[src/rtl/sram_like_arbiter.sv]
// rtl/sram_like_arbiter.sv - N-channel sram-like request arbiter with in-order response routing
// Define ARB_RR_EN for round-robin arbitration; the default build uses fixed priority (highest index wins).
module sram_like_arbiter #(
    parameter int CH_NUM   = 2,
    parameter int ADDR_W   = 32,
    parameter int DATA_W   = 32,
    parameter int OT_DEPTH = 4
) (
    input  logic                         clk,
    input  logic                         reset,
    input  logic [CH_NUM-1:0]            s_req,
    input  logic [CH_NUM-1:0]            s_wr,
    input  logic [2*CH_NUM-1:0]          s_size,
    input  logic [DATA_W/8*CH_NUM-1:0]   s_wstrb,
    input  logic [ADDR_W*CH_NUM-1:0]     s_addr,
    input  logic [DATA_W*CH_NUM-1:0]     s_wdata,
    output logic [CH_NUM-1:0]            s_addr_ok,
    output logic [CH_NUM-1:0]            s_data_ok,
    output logic [DATA_W-1:0]            s_rdata,
    output logic                         m_req,
    output logic                         m_wr,
    output logic [1:0]                   m_size,
    output logic [DATA_W/8-1:0]          m_wstrb,
    output logic [ADDR_W-1:0]            m_addr,
    output logic [DATA_W-1:0]            m_wdata,
    input  logic                         m_addr_ok,
    input  logic                         m_data_ok,
    input  logic [DATA_W-1:0]            m_rdata,
    output logic [$clog2(OT_DEPTH):0]    ot_count,
    output logic                         err_unexp_rsp
);

    localparam int ID_W   = (CH_NUM > 1) ? $clog2(CH_NUM) : 1;
    localparam int PTR_W  = $clog2(OT_DEPTH);
    localparam int CNT_W  = PTR_W + 1;
    localparam int STRB_W = DATA_W / 8;

    logic             lock;
    logic [ID_W-1:0]  lock_id;
    logic [ID_W-1:0]  arb_id;
    logic [ID_W-1:0]  grant_id;
    logic [ID_W-1:0]  id_mem [OT_DEPTH];
    logic [PTR_W-1:0] wr_ptr;
    logic [PTR_W-1:0] rd_ptr;
    logic             fifo_full;
    logic             fifo_empty;
    logic             push;
    logic             pop;
    int               gsel;

`ifdef ARB_RR_EN
    logic [ID_W-1:0]  last_id;

    // Scan offsets from farthest to nearest so the channel right after last_id wins.
    always_comb begin
        arb_id = '0;
        for (int i = CH_NUM - 1; i >= 0; i--) begin
            if (s_req[(int'(last_id) + 1 + i) % CH_NUM]) begin
                arb_id = ID_W'((int'(last_id) + 1 + i) % CH_NUM);
            end
        end
    end

    always_ff @(posedge clk) begin
        if (reset) begin
            last_id <= '0;
        end else if (push) begin
            last_id <= grant_id;
        end
    end
`else
    always_comb begin
        arb_id = '0;
        for (int i = 0; i < CH_NUM; i++) begin
            if (s_req[i]) begin
                arb_id = ID_W'(i);
            end
        end
    end
`endif

    // A locked channel that drops its request loses the lock; re-arbitrate so no idle channel is acked.
    always_comb begin
        if (lock && s_req[lock_id]) begin
            grant_id = lock_id;
        end else begin
            grant_id = arb_id;
        end
    end

    assign fifo_full  = (ot_count == CNT_W'(OT_DEPTH));
    assign fifo_empty = (ot_count == '0);
    assign m_req      = (|s_req) & ~fifo_full;
    assign push       = m_req & m_addr_ok;
    assign pop        = m_data_ok & ~fifo_empty;

    always_comb begin
        gsel    = int'(grant_id);
        m_wr    = s_wr[gsel];
        m_size  = s_size[gsel*2 +: 2];
        m_wstrb = s_wstrb[gsel*STRB_W +: STRB_W];
        m_addr  = s_addr[gsel*ADDR_W +: ADDR_W];
        m_wdata = s_wdata[gsel*DATA_W +: DATA_W];
    end

    always_comb begin
        s_addr_ok = '0;
        s_data_ok = '0;
        for (int k = 0; k < CH_NUM; k++) begin
            s_addr_ok[k] = push & (grant_id == ID_W'(k));
            s_data_ok[k] = pop & (id_mem[rd_ptr] == ID_W'(k));
        end
    end

    assign s_rdata = m_rdata;

    always_ff @(posedge clk) begin
        if (reset) begin
            lock          <= 1'b0;
            lock_id       <= '0;
            wr_ptr        <= '0;
            rd_ptr        <= '0;
            ot_count      <= '0;
            err_unexp_rsp <= 1'b0;
        end else begin
            lock    <= m_req & ~m_addr_ok;
            lock_id <= grant_id;
            if (push) begin
                wr_ptr <= wr_ptr + 1'b1;
            end
            if (pop) begin
                rd_ptr <= rd_ptr + 1'b1;
            end
            if (push && !pop) begin
                ot_count <= ot_count + 1'b1;
            end else if (pop && !push) begin
                ot_count <= ot_count - 1'b1;
            end
            if (m_data_ok && fifo_empty) begin
                err_unexp_rsp <= 1'b1;
            end
        end
    end

    always_ff @(posedge clk) begin
        if (push) begin
            id_mem[wr_ptr] <= grant_id;
        end
    end

endmodule

[config.mk]
export PLATFORM = sky130hd
export DESIGN_NAME = sram_like_arbiter
export DESIGN_NICKNAME = d
export VERILOG_FILES = /design/src/rtl/sram_like_arbiter.sv
export SDC_FILE = /design/constraint.sdc
export NUM_CORES = 1
export LEC_CHECK = 0
export ABC_CLOCK_PERIOD_IN_PS = 2190
export CORE_AREA = 2 2 112 114
export DETAILED_ROUTE_END_ITERATION = 16
export DIE_AREA = 0 0 114 116
export PLACE_DENSITY_LB_ADDON = 0.25
export RECOVER_POWER = 50
export SYNTH_ARGS = -nofsm -noshare
export SYNTH_HDL_FRONTEND = slang
export SYNTH_SLANG_ARGS = --single-unit
export TNS_END_PERCENT = 30
[constraint.sdc]
create_clock -name clk -period 2.19 [get_ports clk]
set_clock_uncertainty 0.05 [all_clocks]
set_input_delay 0.657 -clock clk [delete_from_list [all_inputs] [get_ports clk]]
set_output_delay 0.657 -clock clk [all_outputs]
set_load 0.01 [all_outputs]
==> results of run 1 <==
cells by family (layout without fill, tap and decap cells):
group / Yosys count / in the layout
AND/OR/NAND/NOR: 25 / 25
AO/OA/AOI/OAI: 7 / 7
buffers and inverters: 46 / 265
adder cells (fa/ha/maj): 6 / 6
flip-flops: 16 / 16
XOR/XNOR: 4 / 4
multiplexers: 75 / 75
layout by cell type, fill, tap and decap left out, types with 2 or more instances in the layout:
cell / n
clkdlybuf4s50_1: 147
mux2_2: 53
buf_6: 29
clkdlybuf4s15_2: 29
buf_2: 20
mux2_4: 19
buf_4: 15
dfxtp_1: 11
nor2_1: 10
dlygate4sd2_1: 5
clkbuf_2: 5
inv_1: 4
and2_2: 4
xor2_1: 4
ha_1: 4
edfxtp_1: 4
buf_12: 4
clkbuf_16: 3
nand2b_1: 2
mux2i_1: 2
buf_8: 2
metrics by stage:
stage / instance area [um^2] / util / hold slack, ps / setup slack (ps)
global placement: 4180 / 0.351 / 413 / -1030
finish: 4450 / 0.374 / 429 / -400
floorplan: 1880 / - / 431 / -16.7
detailed placement: 4180 / 0.351 / 428 / -1020
CTS: 4410 / 0.370 / 440 / -505
global route: 4450 / 0.374 / 493 / -446
critical path, delay by kind of cell:
| kind | cells | cell delay (ps) |
|---|---|---|
| AND/OR/NAND/NOR | 2 | 230 |
| buffers and inverters | 6 | 690 |
| multiplexers | 1 | 290 |
timing repair:
item / CTS / global route
setup endpoints to repair: 79 / 76
pin swaps: 2 / 2
cloned: 0 / 0
gates resized for setup: 295 / 35
buffers inserted: 11 / 4
layer usage:
metal	vias to the layer above	share of wire	GRT usage
met3	22	0.094	0.0335
met1	966	0.36	0.122
met4	0	0.016	0.0293
met2	131	0.53	0.223
met5	-	0	0
li1	1036	-	-
area by class of cell:
| class | instances | area share |
|---|---|---|
| Multi-Input combinational cell | 117 | 0.288 |
| Clock inverter | 1 | 0.000843 |
| Inverter | 4 | 0.00337 |
| Sequential cell | 16 | 0.0812 |
| Tap cell | 147 | 0.0413 |
| Clock buffer | 3 | 0.0169 |
| Timing Repair Buffer | 257 | 0.568 |
power breakdown:
part | switching (W) | total, W | internal, W
Sequential | 0.0000342 | 0.000407 | 0.000373
Combinational | 0.000465 | 0.00130 | 0.000831
Clock | 0.000114 | 0.000356 | 0.000242
Total | 0.000613 | 0.00206 | 0.00145
how the worst min path moves through the flow:
stage	start	end	slack (ps)	cells past startpoint
final	err_unexp_rsp$_SDFFE_PP0P_	err_unexp_rsp$_SDFFE_PP0P_	430	2
after floorplan	wr_ptr[1]$_SDFFE_PP0P_	wr_ptr[1]$_SDFFE_PP0P_	430	2
after CTS	err_unexp_rsp$_SDFFE_PP0P_	err_unexp_rsp$_SDFFE_PP0P_	440	2
after global routing	err_unexp_rsp$_SDFFE_PP0P_	err_unexp_rsp$_SDFFE_PP0P_	490	2
after global placement	err_unexp_rsp$_SDFFE_PP0P_	err_unexp_rsp$_SDFFE_PP0P_	410	2
after detailed placement	err_unexp_rsp$_SDFFE_PP0P_	err_unexp_rsp$_SDFFE_PP0P_	430	2
==> metrics.md, run 1 <==
| Metric | Value |
|---|---|
| Post-synthesis simple-gate area fraction | 0.0770 |
| Chip width | about 110 um |
| Synth Instances | 179 |
| Die area | about 13000 um^2 |
| Crit path max fanout | 7 |
| RSZ-0062 raised after global routing | true |
| Reg2Reg Capture Point | ot_count[2]$_SDFFE_PP0P_ |
| Sequential fraction of the synthesis area | 0.196 |
| # diodes | 0 |
| First-pass GRT wire length | about 12000 um |
| Area of the multi-input gates | ~1300 um^2 |
| CP most frequent cell | buf_6 |
| Drc violations | 0 |
| Adder-Cell Fraction of Synth Area | 0.0450 |
| Hold WC Path Type | flip-flop to flip-flop |
| Min cycle time layout | 2590 ps |
| Setup_tns | -19370 ps |
| Synth warn | 0 |
| Critical Path Sink | m_wdata[29] |
| Post-route setup slack | -400 ps |
| Placed cells | around 530 |
| Die height | 116 um |
| Slowest stage cell, crit path | mux2_4 |
| Outcome | finished with violations |
| Initial antenna violation count | 0 |
| Cell with the most instances after synthesis | mux2_2 |
| Most used DFF post-synth | dfxtp_1 |
| Vias/cell | between 3 and 4 |
| CTS Sinks | 16 |
| Critical path class | input pin to primary output |
| Router iterations before antenna repair | 4 |
| Vias | between 2000 and 2500 |
| Pin count of the biggest net entering global routing | 33 |
| PwrDens | ~460 nW/um^2 |
| #FFs+latches synth | 16 |
| Asr flop ratio synth | 0 |
| Mapped Nets | roughly 370 |
| TritonCTS clock tree | yes |
| Arrival @ worst endpoint | 1880 ps |
| Register area | 362 um^2 |
| Worst slew pin tran | approximately 470 ps |
| Initial Util | 0.154 |
| Fin. max-slew vios | 0 |
| Compound-Gate Fraction of Synth Area | 0.0266 |
| Final hold vios | 0 |
| Cell row count | 40 |
| Worst-case reg-to-reg path depth | 8 |
| GRT Util Overall | 0.115 |
| Leak | 1.86 nW |
| Peak supply drop | 0.313 mV |
| R2R Setup Slk | ~30 ps |
| Period utilization | 1.18 |
| Failing checks | setup timing |
| Type of origin of the critical path | input pin |
| Detailed Route Iter0 Violations | 45 |
| WL per Instance | around 16 um |
| Worst stage delay on the critical path | around 290 ps |
| Share of the synthesized area in the top cell type | 0.436 |
| # hold bufs at CTS | 0 |
| Worst-path clk slew | about 50 ps |
| Synthesized area per cell | 10.3 um^2 |
| Number of synthesized flops with an enable pin | 4 |
| Global route overflow | 0 |
| Share of layout cells above drive strength 1 | 0.490 |
| Crit path from | s_req[0] |
| Max Cap Viol | 0 |
| Cell accounting for the most synthesized area | mux2_2 |
| Mux share of post-synthesis cell area | 0.467 |
| Rel. slew slack | 0.686 |
| Synth top cells by count | mux2_2 (71), buf_4 (32), dfxtp_1 (12) |
| Distinct cells, synth | 31 |
| Port buffer count | roughly 230 |
| DRT Wirelength | a little under 9000 um |
| Synth-to-Final Area Change | 143% |
| H-tree depth | 1 |
| Routability congestion estimate | approximately 0.7 |
| Critical Path End Type | primary output |
| NumNets Final | approximately 590 |
| Post-Layout Cell Count | ~550 |
| Post-Syn Area | about 1800 um^2 |
| Setup Viol. Count Final | 73 |
| Clk_lat worst skew | approximately 240 ps |
| Synth Area in XOR/XNOR | 0.0191 |
| Hpwl dp | between 7000 and 8000 um |
| Largest family of logic cells by synthesized area | multiplexers |
| Vias in the first global route | ~2200 |
| Critical-path cell list | buf_6, nand3b_1, nand2_4, buf_12, buf_8, buf_6, buf_6, mux2_4, buf_6 |
| Top area cells in the synthesized netlist | mux2_2 (44%), dfxtp_1 (13%), buf_4 (13%) |
| Post-DRT Antenna Nets | 0 |
| CTS max path bufs | 2 |
| R2r startpoint | ot_count[0]$_SDFFE_PP0P_ |
| Fmax | 386 MHz |
| Number of fill cells in the layout | 1222 |
| Core Box Area | approximately 12000 um^2 |
| I/O pin count | ~290 |
| Power Total | 0.00206 W |
| Clock root buffer | clkbuf_16 |
| WP data required | ~1500 ps |
| CTS buffer count | 3 |
Note: power is estimated with default switching activity, not from simulation.
==> run 2: changes to the inputs <==
Settings changed: ABC_AREA from default to 0, CTS_CLUSTER_DIAMETER from default to 120, GPL_TIMING_DRIVEN from default to 0.
==> metrics.md, run 2 (synthesis gave the netlist of run 1 again) <==
| Metric | Value |
|---|---|
| WP data required | 1480 ps |
| Cell row count | 40 |
| Final hold vios | 0 |
| First-pass GRT wire length | between 10000 and 15000 um |
| Critical-path cell list | buf_6, nand3b_1, nand2_2, buf_8, buf_12, buf_8, buf_16, mux2_4, buf_6 |
| Worst stage delay on the critical path | 290 ps |
| Clock root buffer | clkbuf_16 |
| Hpwl dp | approximately 8000 um |
| I/O pin count | around 290 |
| Worst-path clk slew | approximately 50 ps |
| Post-DRT Antenna Nets | 0 |
| Die area | 13200 um^2 |
| Router iterations before antenna repair | 3 |
| Hold WC Path Type | flip-flop to flip-flop |
| Port buffer count | between 200 and 300 |
| # hold bufs at CTS | 0 |
| Post-Layout Cell Count | ~600 |
| Peak supply drop | roughly 0.27 mV |
| Vias in the first global route | 2330 |
| Max Cap Viol | 0 |
| CTS buffer count | 3 |
| Post-DP Area | ~4700 um^2 |
| Most frequent cells in the layout | clkdlybuf4s50_1 (168), buf_6 (62), mux2_4 (39) |
| PwrDens | about 420 nW/um^2 |
| Vias/cell | 3.96 |
| Critical Path Sink | m_wdata[30] |
| Die height | between 100 and 150 um |
| Final Cell Area | slightly above 5000 um^2 |
| Slowest stage cell, crit path | mux2_4 |
| Critical Path End Type | primary output |
| Core Box Area | ~12000 um^2 |
| Most common cell after layout, fill and taps aside | clkdlybuf4s50_1 |
| WL per Instance | roughly 16 um |
| Failing checks | setup timing |
| Min cycle time layout | ~2600 ps |
| Worst-case reg-to-reg path depth | 9 |
| Pin count of the biggest net entering global routing | 11 |
| GRT Util Overall | 0.123 |
| Type of origin of the critical path | input pin |
| Power Total | ~0.0022 W |
| Reg2Reg Capture Point | ot_count[2]$_SDFFE_PP0P_ |
| Vias | ~2400 |
| Placed cells | 585 |
| Period utilization | 1.17 |
| Drc violations | 0 |
| Max layer used | met4 |
| R2R Setup Slk | -140 ps |
| H-tree depth | 1 |
| Met2 Wirelength | around 5200 um |
| Leak | 2.28 nW |
| Setup_tns | -21610 ps |
| Rel. slew slack | 0.724 |
| M1 WL | around 3500 um |
| Setup Viol. Count Final | 76 |
| Initial Util | 0.154 |
| CP top delay family | buffers and inverters |
| DRT Wirelength | 9510 um |
| Routability congestion estimate | around 0.69 |
| # diodes | 0 |
| Clk_lat worst skew | roughly 240 ps |
| Synth-to-Final Area Change | 180% |
| Crit path max fanout | 5 |
| Arrival @ worst endpoint | between 1500 and 2000 ps |
| Fmax | between 300 and 400 MHz |
| CTS max path bufs | 2 |
| TritonCTS clock tree | yes |
| CTS Sinks | 16 |
| Worst hold slack | just over 400 ps |
| Crit path from | s_req[0] |
| Critical path class | input pin to primary output |
| Detailed Route Iter0 Violations | 60 |
| Share of layout cells above drive strength 1 | 0.456 |
| Outcome | finished with violations |
| RSZ-0062 raised after global routing | true |
| CP Depth | 9 |
| Worst slew pin tran | approximately 410 ps |
| Initial antenna violation count | 0 |
| WL met3 | 759 um |
| R2r startpoint | ot_count[2]$_SDFFE_PP0P_ |
| Post-route setup slack | -381 ps |
| NumNets Final | between 600 and 700 |
| Number of fill cells in the layout | about 1200 |
| Global route overflow | 0 |
| CP bufs+invs | 6 |
| Chip width | 114 um |
| Fin. max-slew vios | 0 |
run 2: cell count changes in the layout (fill, tap and decap cells not counted), moves of 4 or more:
| cell | before | now |
|---|---|---|
| buf_12 | 4 | 8 |
| buf_2 | 20 | 6 |
| buf_4 | 15 | 35 |
| buf_6 | 29 | 62 |
| clkbuf_2 | 5 | 1 |
| clkdlybuf4s15_2 | 29 | 1 |
| clkdlybuf4s50_1 | 147 | 168 |
| dlygate4sd2_1 | 5 | 12 |
| dlygate4sd3_1 | 0 | 11 |
| mux2_2 | 53 | 32 |
| mux2_4 | 19 | 39 |
run 2: cell type report:
type                       instances  area (um^2)  share of cell area
timing repair buffer             270         2800               0.544
multi-input combinational        117         1330               0.259
buffer                            41          372              0.0722
sequential                        16          368              0.0715
tap                              147          184              0.0358
clock buffer                       3         75.1              0.0146
inverter                           4         15.0             0.00292
clock inverter                     1         3.75            0.000730
run 2: power by group:
part           internal [W]  switching [W]
sequential         0.000379      0.0000695
clock              0.000242       0.000107
combinational      0.000916       0.000470
run 2: layer usage:
metal	vias up	track usage
met2	153	0.240
met4	0	0.0228
met1	1070	0.138
met3	8	0.0267
li1	1143	-
met5	-	0
run 2: worst min path at each step:
stage / from / end / cells after the start
global route: err_unexp_rsp$_SDFFE_PP0P_ / err_unexp_rsp$_SDFFE_PP0P_ / 2
detailed placement: err_unexp_rsp$_SDFFE_PP0P_ / err_unexp_rsp$_SDFFE_PP0P_ / 2
floorplan: wr_ptr[1]$_SDFFE_PP0P_ / wr_ptr[1]$_SDFFE_PP0P_ / 2
global placement: err_unexp_rsp$_SDFFE_PP0P_ / err_unexp_rsp$_SDFFE_PP0P_ / 2
finish: err_unexp_rsp$_SDFFE_PP0P_ / err_unexp_rsp$_SDFFE_PP0P_ / 2
CTS: err_unexp_rsp$_SDFFE_PP0P_ / err_unexp_rsp$_SDFFE_PP0P_ / 2
run 2: worst min-delay path: cells and delay by family, from the launching register on:
kind	cells	cell delay, ps
AND/OR/NAND/NOR	1	70
AO/OA/AOI/OAI	1	40
flip-flops	1	320
run 2: repair_timing:
| action | 4_1_cts | 5_1_grt |
|---|---|---|
| endpoints found under the setup margin | 78 | 76 |
| buffers inserted | 10 | 0 |
| gates cloned | 4 | 0 |
| gates resized for setup | 381 | 37 |
| pin swaps | 3 | 2 |
run 2: stage by stage:
stage | worst slack [ps] | utilization
2_1_floorplan | -16.7 | -
5_1_grt | -445 | 0.432
4_1_cts | -419 | 0.432
6_report | -381 | 0.432
3_3_place_gp | -1160 | 0.391
3_5_place_dp | -1180 | 0.391
==> run 3: changes to the inputs <==
Settings changed: DONT_BUFFER_PORTS from default to 1.
==> metrics.md, run 3 (synthesis gave the netlist of run 1 again) <==
| Metric | Value |
|---|---|
| Final hold vios | 0 |
| # hold bufs at CTS | 0 |
| M1 WL | 2570 um |
| Clock root buffer | clkbuf_16 |
| CTS buffer count | 3 |
| Worst slew pin tran | roughly 500 ps |
| Post-route setup slack | -71.2 ps |
| Peak supply drop | ~0.37 mV |
| Critical Path End Type | primary output |
| Arrival @ worst endpoint | ~1600 ps |
| CTS max path bufs | 2 |
| Met2 Wirelength | 3780 um |
| Register area | about 370 um^2 |
| Fin. max-slew vios | 0 |
| Critical-path cell list | nand3b_1, nand2_2, buf_12, buf_12, mux2_2 |
| GRT Util Overall | 0.0852 |
| Worst stage delay on the critical path | approximately 370 ps |
| Max layer used | met4 |
| Global route overflow | 0 |
| Drc violations | 0 |
| Setup Viol. Count Final | 63 |
| Detailed Route Iter0 Violations | 36 |
| RSZ-0062 raised after global routing | true |
| CP top delay family | multiplexers |
| Worst-path clk slew | approximately 50 ps |
| Vias/cell | 4.19 |
| Chip width | 114 um |
| Area of the multi-input gates | between 1000 and 1500 um^2 |
| Rel. slew slack | 0.671 |
| Outcome | finished with violations |
| Period utilization | 1.03 |
| NumNets Final | 373 |
| Type of origin of the critical path | input pin |
| WL met3 | 743 um |
| Post-DRT Antenna Nets | 0 |
| Crit path max fanout | 10 |
| Most frequent cells in the layout | mux2_4 (45), buf_4 (33), mux2_2 (27) |
| PwrDens | between 600 and 700 nW/um^2 |
| Vias | 1396 |
| Slowest stage cell, crit path | mux2_2 |
| Initial Util | 0.154 |
| H-tree depth | 1 |
| # diodes | 0 |
| Vias in the first global route | roughly 1300 |
| Clk_lat worst skew | 240 ps |
| WP data required | about 1500 ps |
| Power Total | 0.00158 W |
| Fmax | approximately 440 MHz |
| I/O pin count | 292 |
| DRT Wirelength | 7130 um |
| Core Box Area | approximately 12000 um^2 |
| Hold WC Path Type | input pin to flip-flop |
| Most common cell after layout, fill and taps aside | mux2_4 |
| Synth-to-Final Area Change | 34.2% |
| First-pass GRT wire length | between 7000 and 8000 um |
| Hpwl dp | just over 6000 um |
| Post-DP Area | slightly above 2000 um^2 |
| R2r startpoint | ot_count[2]$_SDFFE_PP0P_ |
| Failing checks | setup timing |
| Post-Layout Cell Count | ~330 |
| Router iterations before antenna repair | 3 |
| Pin count of the biggest net entering global routing | 11 |
| Routability congestion estimate | about 0.66 |
| Min cycle time layout | about 2300 ps |
| Final Cell Area | 2460 um^2 |
| Placed cells | approximately 330 |
| Die height | 116 um |
| WL per Instance | 21.4 um |
| Initial antenna violation count | 2 |
| Die area | around 13000 um^2 |
| CTS Sinks | 16 |
| Place WS | -207 ps |
| TritonCTS clock tree | yes |
| Number of fill cells in the layout | ~1300 |
| R2R Setup Slk | -10 ps |
| CP bufs+invs | 2 |
| Setup_tns | -1960 ps |
| Leak | approximately 1.1 nW |
| Cell row count | 40 |
| Port buffer count | 0 |
| Critical path class | input pin to primary output |
| CP most frequent cell | buf_12 |
| Hold Path Origin | m_addr_ok |
| Share of layout cells above drive strength 1 | 0.731 |
| Max Cap Viol | 0 |
| Crit path from | s_req[0] |
-- run 3: path summary, 6_finish.rpt --
path | end | cells past startpoint
max | m_wdata[21] | 5
min | lock$_SDFF_PP0_ | 1
max reg2reg | ot_count[2]$_SDFFE_PP0P_ | 9
min reg2reg | wr_ptr[1]$_SDFFE_PP0P_ | 2
-- run 3: routing by layer --
layer / vias to the layer above / track usage
li1: 610 / -
met3: 4 / 0.0319
met4: 0 / 0.00976
met5: - / 0
met2: 150 / 0.157
met1: 632 / 0.0966
-- run 3: timing repair --
action | 4_1_cts | 5_1_grt
gates resized for setup | 36 | 40
endpoints found under the setup margin | 70 | 74
setup buffers | 1 | 1
pin swaps | 1 | 1
cloned | 1 | 0
-- run 3: report_power, final --
group / internal, W / switching [W] / total (W) / leakage (nW)
sequential: 0.000382 / 0.0000849 / 0.000467 / 0.137
clock: 0.000242 / 0.000112 / 0.000355 / 0.0385
combinational: 0.000413 / 0.000346 / 0.000759 / 0.907
-- run 3: cell type report --
cell class | instances | share of cell area
buffer | 42 | 0.162
clock buffer | 3 | 0.0305
clock inverter | 1 | 0.00152
inverter | 4 | 0.00610
multi-input combinational | 117 | 0.556
sequential | 16 | 0.151
tap | 147 | 0.0747
timing repair buffer | 3 | 0.0188
-- run 3: per-stage QoR --
stage | utilization | hold slack, ps
2_1_floorplan | - | 431
3_3_place_gp | 0.173 | 451
3_5_place_dp | 0.173 | 466
4_1_cts | 0.193 | 428
5_1_grt | 0.207 | 428
6_report | 0.207 | 431
